[config.mk]
export PLATFORM = sky130hd
export DESIGN_NAME = pe_evolve_par
export DESIGN_NICKNAME = d
export VERILOG_FILES = /design/src/rtl/pe_evolve_pkg.sv /design/src/rtl/pe_evolve_par_rg_lane.sv /design/src/rtl/pe_evolve_par.sv
export SDC_FILE = /design/constraint.sdc
export NUM_CORES = 1
export LEC_CHECK = 0
export ABC_CLOCK_PERIOD_IN_PS = 7050
export BUFFER_PORTS_ARGS = -buffer_cell sky130_fd_sc_hd__buf_2
export CAP_MARGIN = 20
export CORE_MARGIN = 10
export CORE_UTILIZATION = 40
export CTS_BUF_LIST = sky130_fd_sc_hd__clkbuf_16
export DETAILED_ROUTE_END_ITERATION = 16
export GPL_TIMING_DRIVEN = 0
export PLACE_DENSITY = 0.67
export SLEW_MARGIN = 20
export SYNTH_ARGS = -nofsm -noshare
export SYNTH_HDL_FRONTEND = slang
export SYNTH_HIERARCHICAL = 1
export SYNTH_SLANG_ARGS = --single-unit
[constraint.sdc]
create_clock -name clk -period 7.05 [get_ports clk]
set_input_delay 1.7625 -clock clk [delete_from_list [all_inputs] [get_ports clk]]
set_output_delay 1.7625 -clock clk [all_outputs]
set_load 0.01 [all_outputs]
[src/rtl/pe_evolve_pkg.sv]
// Shared types, defaults and slicing helpers for the evolution processing element.
package pe_evolve_pkg;

    typedef enum logic [1:0] {
        NUC_A = 2'b00,
        NUC_C = 2'b01,
        NUC_G = 2'b10,
        NUC_T = 2'b11
    } nuc_e;

    typedef enum logic [1:0] {
        ST_IDLE   = 2'b00,
        ST_SAMPLE = 2'b01,
        ST_OUT    = 2'b10
    } state_e;

    localparam logic [15:0] LFSR_POLY_DEF = 16'hB400;
    localparam logic [15:0] LFSR_SEED_DEF = 16'hACE1;

    // Helpers work on the widest supported packet; callers zero-extend and truncate.
    localparam int MAX_PROB_W   = 16;
    localparam int MAX_SITES    = 64;
    localparam int MATRIX_MAX_W = 16 * MAX_PROB_W;
    localparam int ROW_MAX_W    = 4 * MAX_PROB_W;
    localparam int SEQ_MAX_W    = 2 * MAX_SITES;

    function automatic logic [ROW_MAX_W-1:0] row_slice(input logic [MATRIX_MAX_W-1:0] matrix,
                                                       input logic [1:0] n, input int prob_w);
        return ROW_MAX_W'(matrix >> (int'(n) * 4 * prob_w));
    endfunction

    function automatic logic [1:0] site_slice(input logic [SEQ_MAX_W-1:0] seq, input int s);
        return 2'(seq >> (2 * s));
    endfunction

endpackage

[src/rtl/pe_evolve_par_rg_lane.sv]
// One sampling lane: owns a Galois LFSR and turns a draw plus a matrix row
// into a sampled nucleotide by cumulative first-match comparison.
module rg_lane
    import pe_evolve_pkg::*;
#(
    parameter int                PROB_W    = 10,
    parameter int                LFSR_W    = 16,
    parameter logic [LFSR_W-1:0] LFSR_POLY = LFSR_W'(LFSR_POLY_DEF),
    parameter logic [LFSR_W-1:0] LFSR_SEED = LFSR_W'(LFSR_SEED_DEF),
    parameter int                LANE_IDX  = 0
) (
    input  logic                 clk,
    input  logic                 reset,
    input  logic                 load,
    input  logic                 step,
    input  logic [7:0]           seed_id,
    input  logic [16*PROB_W-1:0] matrix,
    input  logic [1:0]           nuc,
    output logic [1:0]           result
);

    logic [LFSR_W-1:0]   lfsr_r;
    logic [LFSR_W-1:0]   mix_s;
    logic [3*PROB_W-1:0] probs_s;
    logic [PROB_W+1:0]   c_a_s;
    logic [PROB_W+1:0]   c_c_s;
    logic [PROB_W+1:0]   c_g_s;
    logic [PROB_W+1:0]   draw_s;
    logic [1:0]          result_s;

    function automatic logic [LFSR_W-1:0] lfsr_next(input logic [LFSR_W-1:0] v);
        return v[0] ? ((v >> 1) ^ LFSR_POLY) : (v >> 1);
    endfunction

    assign mix_s  = lfsr_r ^ LFSR_W'({seed_id, 8'(LANE_IDX)});
    assign result = result_s;

    // Row pick and cumulative compare; pT is implicit as the residual mass.
    always_comb begin
        probs_s = (3 * PROB_W)'(row_slice(MATRIX_MAX_W'(matrix), nuc, PROB_W) >> PROB_W);
        c_a_s   = {2'b00, probs_s[3*PROB_W-1:2*PROB_W]};
        c_c_s   = c_a_s + {2'b00, probs_s[2*PROB_W-1:PROB_W]};
        c_g_s   = c_c_s + {2'b00, probs_s[PROB_W-1:0]};
        draw_s  = {2'b00, lfsr_r[PROB_W-1:0]};
        if (draw_s < c_a_s) begin
            result_s = NUC_A;
        end else if (draw_s < c_c_s) begin
            result_s = NUC_C;
        end else if (draw_s < c_g_s) begin
            result_s = NUC_G;
        end else begin
            result_s = NUC_T;
        end
    end

    // LFSR: reseeded on accept (never to zero), stepped once per sampling beat.
    always_ff @(posedge clk or negedge reset) begin
        if (!reset) begin
            lfsr_r <= LFSR_SEED ^ LFSR_W'(LANE_IDX);
        end else if (load) begin
            lfsr_r <= (mix_s == {LFSR_W{1'b0}}) ? LFSR_W'(1) : mix_s;
        end else if (step) begin
            lfsr_r <= lfsr_next(lfsr_r);
        end else begin
            lfsr_r <= lfsr_r;
        end
    end

endmodule

[src/rtl/pe_evolve_par.sv]
// Evolution PE: samples a child sequence LANES sites per cycle from a parent
// packet and its substitution matrix; leaf packets pass straight through.
module pe_evolve_par
    import pe_evolve_pkg::*;
#(
    parameter int                NUM_SITES = 16,
    parameter int                LANES     = 4,
    parameter int                PROB_W    = 10,
    parameter int                CHILD_W   = 3,
    parameter int                LFSR_W    = 16,
    parameter logic [LFSR_W-1:0] LFSR_POLY = LFSR_W'(LFSR_POLY_DEF),
    parameter logic [LFSR_W-1:0] LFSR_SEED = LFSR_W'(LFSR_SEED_DEF)
) (
    input  logic                   clk,
    input  logic                   reset,
    input  logic [7:0]             seed_id,
    input  logic                   in_valid,
    output logic                   in_ready,
    input  logic [2*NUM_SITES-1:0] in_seq,
    input  logic [16*PROB_W-1:0]   in_matrix,
    input  logic [CHILD_W-1:0]     in_child_1,
    input  logic [CHILD_W-1:0]     in_child_2,
    output logic                   out_valid,
    input  logic                   out_ready,
    output logic [2*NUM_SITES-1:0] out_seq,
    output logic [CHILD_W-1:0]     out_child_1,
    output logic [CHILD_W-1:0]     out_child_2,
    output logic                   out_leaf,
    output logic                   busy
);

    localparam int NUM_BEATS = NUM_SITES / LANES;
    localparam int BEAT_W    = (NUM_BEATS > 1) ? $clog2(NUM_BEATS) : 1;
    localparam int SEQ_W     = 2 * NUM_SITES;
    localparam int MAT_W     = 16 * PROB_W;

    state_e             state_r;
    logic [BEAT_W-1:0]  beat_r;
    logic [SEQ_W-1:0]   seq_cap_r;
    logic [MAT_W-1:0]   matrix_cap_r;
    logic [SEQ_W-1:0]   out_seq_r;
    logic [SEQ_W-1:0]   seq_next_s;
    logic [CHILD_W-1:0] child_1_r;
    logic [CHILD_W-1:0] child_2_r;
    logic               out_leaf_r;
    logic               out_valid_r;
    logic               in_ready_r;
    logic               busy_r;
    logic               accept_s;
    logic               step_s;
    logic               leaf_s;
    logic               last_beat_s;
    logic [1:0]         lane_nuc_s [LANES];
    logic [1:0]         lane_res_s [LANES];

    assign accept_s    = in_valid && in_ready_r;
    assign step_s      = (state_r == ST_SAMPLE);
    assign leaf_s      = (in_child_1 == {CHILD_W{1'b0}}) && (in_child_2 == {CHILD_W{1'b0}});
    assign last_beat_s = (beat_r == BEAT_W'(NUM_BEATS - 1));

    assign in_ready    = in_ready_r;
    assign out_valid   = out_valid_r;
    assign out_seq     = out_seq_r;
    assign out_child_1 = child_1_r;
    assign out_child_2 = child_2_r;
    assign out_leaf    = out_leaf_r;
    assign busy        = busy_r;

    for (genvar g = 0; g < LANES; g++) begin : g_lane
        assign lane_nuc_s[g] = site_slice(SEQ_MAX_W'(seq_cap_r), int'(beat_r) * LANES + g);

        rg_lane #(
            .PROB_W   (PROB_W),
            .LFSR_W   (LFSR_W),
            .LFSR_POLY(LFSR_POLY),
            .LFSR_SEED(LFSR_SEED),
            .LANE_IDX (g)
        ) u_lane (
            .clk    (clk),
            .reset  (reset),
            .load   (accept_s),
            .step   (step_s),
            .seed_id(seed_id),
            .matrix (matrix_cap_r),
            .nuc    (lane_nuc_s[g]),
            .result (lane_res_s[g])
        );
    end

    // Merge this beat's lane results into their site slots.
    always_comb begin
        seq_next_s = out_seq_r;
        for (int i = 0; i < LANES; i++) begin
            seq_next_s[2*(int'(beat_r) * LANES + i) +: 2] = lane_res_s[i];
        end
    end

    // Packet FSM with registered handshake and status outputs.
    always_ff @(posedge clk or negedge reset) begin
        if (!reset) begin
            state_r      <= ST_IDLE;
            beat_r       <= {BEAT_W{1'b0}};
            seq_cap_r    <= {SEQ_W{1'b0}};
            matrix_cap_r <= {MAT_W{1'b0}};
            out_seq_r    <= {SEQ_W{1'b0}};
            child_1_r    <= {CHILD_W{1'b0}};
            child_2_r    <= {CHILD_W{1'b0}};
            out_leaf_r   <= 1'b0;
            out_valid_r  <= 1'b0;
            in_ready_r   <= 1'b1;
            busy_r       <= 1'b0;
        end else begin
            case (state_r)
                ST_IDLE: begin
                    if (accept_s) begin
                        seq_cap_r    <= in_seq;
                        matrix_cap_r <= in_matrix;
                        child_1_r    <= in_child_1;
                        child_2_r    <= in_child_2;
                        in_ready_r   <= 1'b0;
                        busy_r       <= 1'b1;
                        if (leaf_s) begin
                            out_seq_r   <= in_seq;
                            out_leaf_r  <= 1'b1;
                            out_valid_r <= 1'b1;
                            state_r     <= ST_OUT;
                        end else begin
                            beat_r     <= {BEAT_W{1'b0}};
                            out_leaf_r <= 1'b0;
                            state_r    <= ST_SAMPLE;
                        end
                    end
                end
                ST_SAMPLE: begin
                    out_seq_r <= seq_next_s;
                    if (last_beat_s) begin
                        out_valid_r <= 1'b1;
                        state_r     <= ST_OUT;
                    end else begin
                        beat_r <= beat_r + BEAT_W'(1);
                    end
                end
                ST_OUT: begin
                    if (out_ready) begin
                        out_valid_r <= 1'b0;
                        in_ready_r  <= 1'b1;
                        busy_r      <= 1'b0;
                        state_r     <= ST_IDLE;
                    end
                end
                default: begin
                    out_valid_r <= 1'b0;
                    in_ready_r  <= 1'b1;
                    busy_r      <= 1'b0;
                    state_r     <= ST_IDLE;
                end
            endcase
        end
    end

endmodule

==> results of run 1 <==
[cell type report]
cell class / instances / share of cell area (%)
Multi-Input combinational cell: 1582 / 54.9
Timing Repair Buffer: 218 / 5.11
Clock inverter: 28 / 0.908
Sequential cell: 262 / 28.3
Inverter: 102 / 1.64
Tap cell: 672 / 3.61
Buffer: 92 / 1.88
Clock buffer: 34 / 3.65
[state kept, by name, indices dropped and copies added, names as in the netlist, 2 cells and up]
register	flops
matrix_cap_r	120
g_lane.u_lane/lfsr_r	64
out_seq	32
seq_cap_r	32
out_child_1	3
out_child_2	3
beat_r	2
state_r	2
[per-stage QoR]
stage / TNS (ns) / setup WS (ns) / instances
2_1_floorplan: 0 / 0.648 / 2042
6_report: 0 / 0.135 / 2990
5_1_grt: -0.447 / -0.114 / 2990
3_3_place_gp: -121.95 / -0.665 / 2925
4_1_cts: 0 / 0.0295 / 2987
3_5_place_dp: -8.90 / -0.726 / 2928
[layer usage]
| layer | up-vias | share of wire [%] | GRT usage, % |
|---|---|---|---|
| met3 | 155 | 8.4 | 6.24 |
| met5 | - | 0.14 | 0 |
| met1 | 8510 | 42 | 29.3 |
| li1 | 7825 | - | - |
| met2 | 683 | 46 | 37.1 |
| met4 | 16 | 4.1 | 9.02 |
[path summary, 6_finish.rpt]
check / from / end / depth (start not counted)
setup / recovery: beat_r[0] / out_seq[12] / 26
min in group asynchronous: reset / out_seq[0] / 1
hold reg to reg: seq_cap_r[3] / seq_cap_r[3] / 2
hold / removal: seq_cap_r[3] / seq_cap_r[3] / 2
max in group asynchronous: reset / g_lane[2].u_lane/lfsr_r[7] / 3
setup reg to reg: beat_r[0] / out_seq[12] / 26
[critical path, stage by stage (launching register included)]
cell and delay, ns:
dfrtp_1 0.39, buf_6 0.21, mux4_2 0.58, clkbuf_4 0.27, buf_4 0.25, mux4_2 0.46, ha_1 0.25, fa_1 0.52
fa_1 0.49, a21o_1 0.21, a21oi_2 0.24, and3b_1 0.21, or4_4 0.53, nand3_2 0.10, nand2_2 0.06, xnor2_1 0.13
ha_1 0.28, o21ai_0 0.08, nand2b_1 0.08, a21oi_1 0.08, a2111oi_1 0.43, o31ai_1 0.18, a21o_1 0.24, a21oi_4 0.18
buf_12 0.14, a22o_1 0.12, mux2_2 0.14
[repair_timing]
action | CTS | global route
setup endpoints to repair | 16 | 16
buffers inserted | 0 | 4
resized for setup | 10 | 24
pin swaps | 0 | 3
==> flow_summary.toml, run 1 <==
[placed_design]
io_buffers = 211
place_area_sq_um = 22100
gp_congestion = 0.989
dp.final_hpwl_um = 56400

[critical_path]
crit_fanout = 10
reg2reg_slack_ns = 0.14
start_kind = "flip-flop"
endpoint_kind = "flip-flop"
path_class = "flip-flop to flip-flop"
cp.required_ns = 7.55
arrival_ns = 7.42

[clock_tree]
clkTransAtPathRegs_ns = 0.06
cts_sinks = 262
cts-root-buf = "clkbuf_16"
insertion_delay_ns = 0.56
tritoncts = "done"
clock_path_buffers = 3
htree_levels = 2
numCtsBuffers = 34
cts_hold_buf = 0

[sta]
finalCritPeriodShare_pct = 98.1
fin_skew_ns = 0.0254
worst_slew_pin_slew_ns = 1.04
setup_viol = 0
hold_viol_final = 0
fmax_mhz = 145
max_slew_margin_pct = 30.6
min_period_ns = 6.91
hold_ws_ns = 0.474
slew_viol_final = 0

[die]
ios = 252
die_w_um = 244
start_util_pct = 40.3
die_area_sq_um = 59700
coreArea_sq_um = 50000
rows = 82
die_y_um = 244

[global_route]
antenna_found_initial = 9
overflow = 0
grt_pass1_wl_um = 107000
grt_pass1_vias = 17500
track_usage_pct = 23.1
grt_max_degree = 94

[cells_and_area]
final_common_cell = "nand2_1"
regArea_sq_um = 6600
multi_input_area_sq_um = 12800
fillers = 4699
nNetsFinal = 2679
mostFrequentLayoutCells = "536 x nand2_1, 229 x buf_2, 229 x dfrtp_1"
final_cell_area_sq_um = 23300
fin_util_pct = 46.6
syn_to_final_growth_pct = 15.8
drive_gt1_share_pct = 24.2
antenna_cells = 0

[logic_synthesis]
syn_avg_cell_area_sq_um = 9.85
synth_nets = 2429
syn_area_sq_um = 20100
postSynthCellCount = 2042
yosysWarnings = 6

[detailed_routing]
vias = 17200
vias_per_cell = 5.75
post_drt_wl_per_cell_um = 23.4
first_pass_iters = 5
drt-total-wl_um = 70000
drc_errors = 0
drtIter0Drc = 1358
ant_nets = 0

[outcome]
outcome = "complete, no violations"

[run]
cap_violations = 0

[hold_path]
hold_path.class = "flip-flop to flip-flop"
Power of run 1 is not shown: default switching activity piles up to over one toggle a cycle in this logic, so the estimate is an artifact.
==> inputs of run 2 (changes only) <==
--- a/config.mk
+++ b/config.mk
@@ -5,6 +5,7 @@
 export SDC_FILE = /design/constraint.sdc
 export NUM_CORES = 1
 export LEC_CHECK = 0
+export ABC_AREA = 1
 export ABC_CLOCK_PERIOD_IN_PS = 7050
 export BUFFER_PORTS_ARGS = -buffer_cell sky130_fd_sc_hd__buf_2
 export CAP_MARGIN = 20
==> run 2 against run 1 <==
  * Worst setup slack improved by 0.17 ns
  * Register-to-register slack improved by 0.17 ns
  * Area after synthesis increased by 9.6%
  * Critical path depth increased by 8
  * Non-clock buffer count increased by 51
  * Flip-flop and latch count unchanged
  * Maximum frequency increased by 2.5%
  * Wire length increased by 25%
  * Synthesized cell count increased by 58%
  * Design area increased by 8.5%
  * Clock-buffer cell count decreased by 3
  * First-iteration DRC count increased by 72%
==> flow_summary.toml, run 2 <==
[clock_tree]
clkTransAtPathRegs_ns = 0.07
numCtsBuffers = 31
tritoncts = "done"
clock_path_buffers = 3
cts-root-buf = "clkbuf_16"
insertion_delay_ns = 0.63
cts_hold_buf = 0
htree_levels = 1
cts_sinks = 262

[sta]
rsz0062_at_grt = "yes"
fin_skew_ns = 0.0261
min_period_ns = 6.75
worst_slew_pin_slew_ns = 1.04
finalCritPeriodShare_pct = 95.7
tns_ns = 0
fmax_mhz = 148
slew_viol_final = 0
hold_viol_final = 0
setup_viol = 0
max_slew_margin_pct = 30.2

[logic_synthesis]
syn_area_sq_um = 22000
syn_avg_cell_area_sq_um = 6.85
postSynthCellCount = 3218
yosysWarnings = 6
synth_nets = 3605

[detailed_routing]
drc_errors = 0
first_pass_iters = 6
wl_met1_um = 37000
top_layer = "met5"
post_drt_wl_per_cell_um = 20.8
wl_met3_um = 8360
ant_nets = 0
drtIter0Drc = 2330
drt-total-wl_um = 87300
vias = 23400
dr_wl_met2_um = 37300
vias_per_cell = 5.59

[die]
die_area_sq_um = 64900
die_y_um = 255
coreArea_sq_um = 54200
die_w_um = 255
ios = 252
rows = 85
start_util_pct = 40.6

[cells_and_area]
drive_gt1_share_pct = 15.7
nNetsFinal = 3857
mostFrequentLayoutCells = "1063 x nand2_1, 260 x inv_1, 260 x buf_2"
final_common_cell = "nand2_1"
largest-register = "matrix_cap_r"
fillers = 5710
antenna_cells = 0
reg_top3 = "matrix_cap_r (120), g_lane.u_lane/lfsr_r (64)"
syn_to_final_growth_pct = 14.7
largest_reg_flops = 120

[critical_path]
endpoint_kind = "flip-flop"
rr_startpoint = "beat_r[0]"
arrival_ns = 7.31
cp.required_ns = 7.62
r2r_cells = 34
start_kind = "flip-flop"
r2r-end = "out_seq[22]"
path_class = "flip-flop to flip-flop"
worst_path_most_repeated_cell = "nand2_1"
crit_fanout = 10
reg2reg_slack_ns = 0.30
cpPeakStageDelay_ns = 0.55
crit_slowest_cell = "buf_1"

[hold_path]
min_to = "out_seq[2]"
hold_path_depth = 2
hold_path_startpoint = "out_seq[2]"
hold_path.class = "flip-flop to flip-flop"

[global_route]
grt_pass1_vias = 22000
overflow = 0
grt_pass1_wl_um = 132000
grt_max_degree = 94
track_usage_pct = 26.2
antenna_found_initial = 2

[outcome]
outcome = "complete, no violations"

[placed_design]
gp_congestion = 1.07
dp.final_hpwl_um = 70700
io_buffers = 211

[run]
cap_violations = 0
## run 2: cell count changes in the layout (fill, tap and decap cells not counted), moves of 128 or more
| cell | change |
|---|---|
| nand2_1 | +527 |
| nor2_1 | +215 |
| o21ai_0 | +171 |
| inv_1 | +154 |
| nand3_1 | +153 |
| mux4_2 | -128 |
## run 2: cell type report
type	instances	area [sq um]	area share, %
well taps	696	871	3.44
clock buffers	31	776	3.07
plain buffers	141	707	2.80
repair buffers	220	1190	4.69
flip-flops and latches	262	6600	26.1
multi-input cells	2539	13800	54.7
clock inverters	27	282	1.11
inverters	275	1030	4.08
## run 2: how the worst max path moves through the flow
stage / cells after the start / endpoint / start / slack [ns]
floorplan: 36 / out_seq[8] / beat_r[0] / 1.44
global placement: 38 / out_seq[12] / beat_r[0] / -0.67
detailed placement: 38 / out_seq[12] / beat_r[0] / -0.67
CTS: 34 / out_seq[8] / beat_r[1] / 0.06
global route: 35 / out_seq[8] / beat_r[0] / -0.05
finish: 34 / out_seq[22] / beat_r[0] / 0.30
## run 2: critical path: cells and delay by family (launching register included)
| kind | cells | cell delay [ns] |
|---|---|---|
| buffers and inverters | 9 | 1.75 |
| AO/OA/AOI/OAI | 7 | 1.79 |
| AND/OR/NAND/NOR | 14 | 1.43 |
| XOR/XNOR | 1 | 0.14 |
| adder cells (fa/ha/maj) | 3 | 1.06 |
| flip-flops | 1 | 0.46 |
## run 2: metrics by stage
step	cell area (sq um)	hold WS (ns)	std cells	setup WS (ns)	util (%)
after floorplan	22000	0.444	3218	1.44	-
after global placement	24000	0.453	4125	-0.667	44.2
after detailed placement	24000	0.461	4127	-0.671	44.3
after CTS	25100	0.481	4185	0.0628	46.3
after global routing	25300	0.499	4191	-0.0494	46.6
final	25300	0.475	4191	0.302	46.6
## run 2: routing by layer
| layer | up-vias | global-route usage (%) |
|---|---|---|
| met5 | - | 0 |
| met4 | 2 | 12.4 |
| met3 | 223 | 5.21 |
| met2 | 1109 | 39.7 |
| met1 | 10900 | 35.1 |
| li1 | 11200 | - |
## run 2: repair_timing
| item | 4_1_cts | 5_1_grt |
|---|---|---|
| endpoints found under the setup margin | 12 | 16 |
| resized for setup | 8 | 30 |
| hold endpoints to repair | 0 | 0 |
| buffers inserted | 0 | 7 |
| pin swaps | 0 | 5 |
Power of run 2 is left out for the same reason.
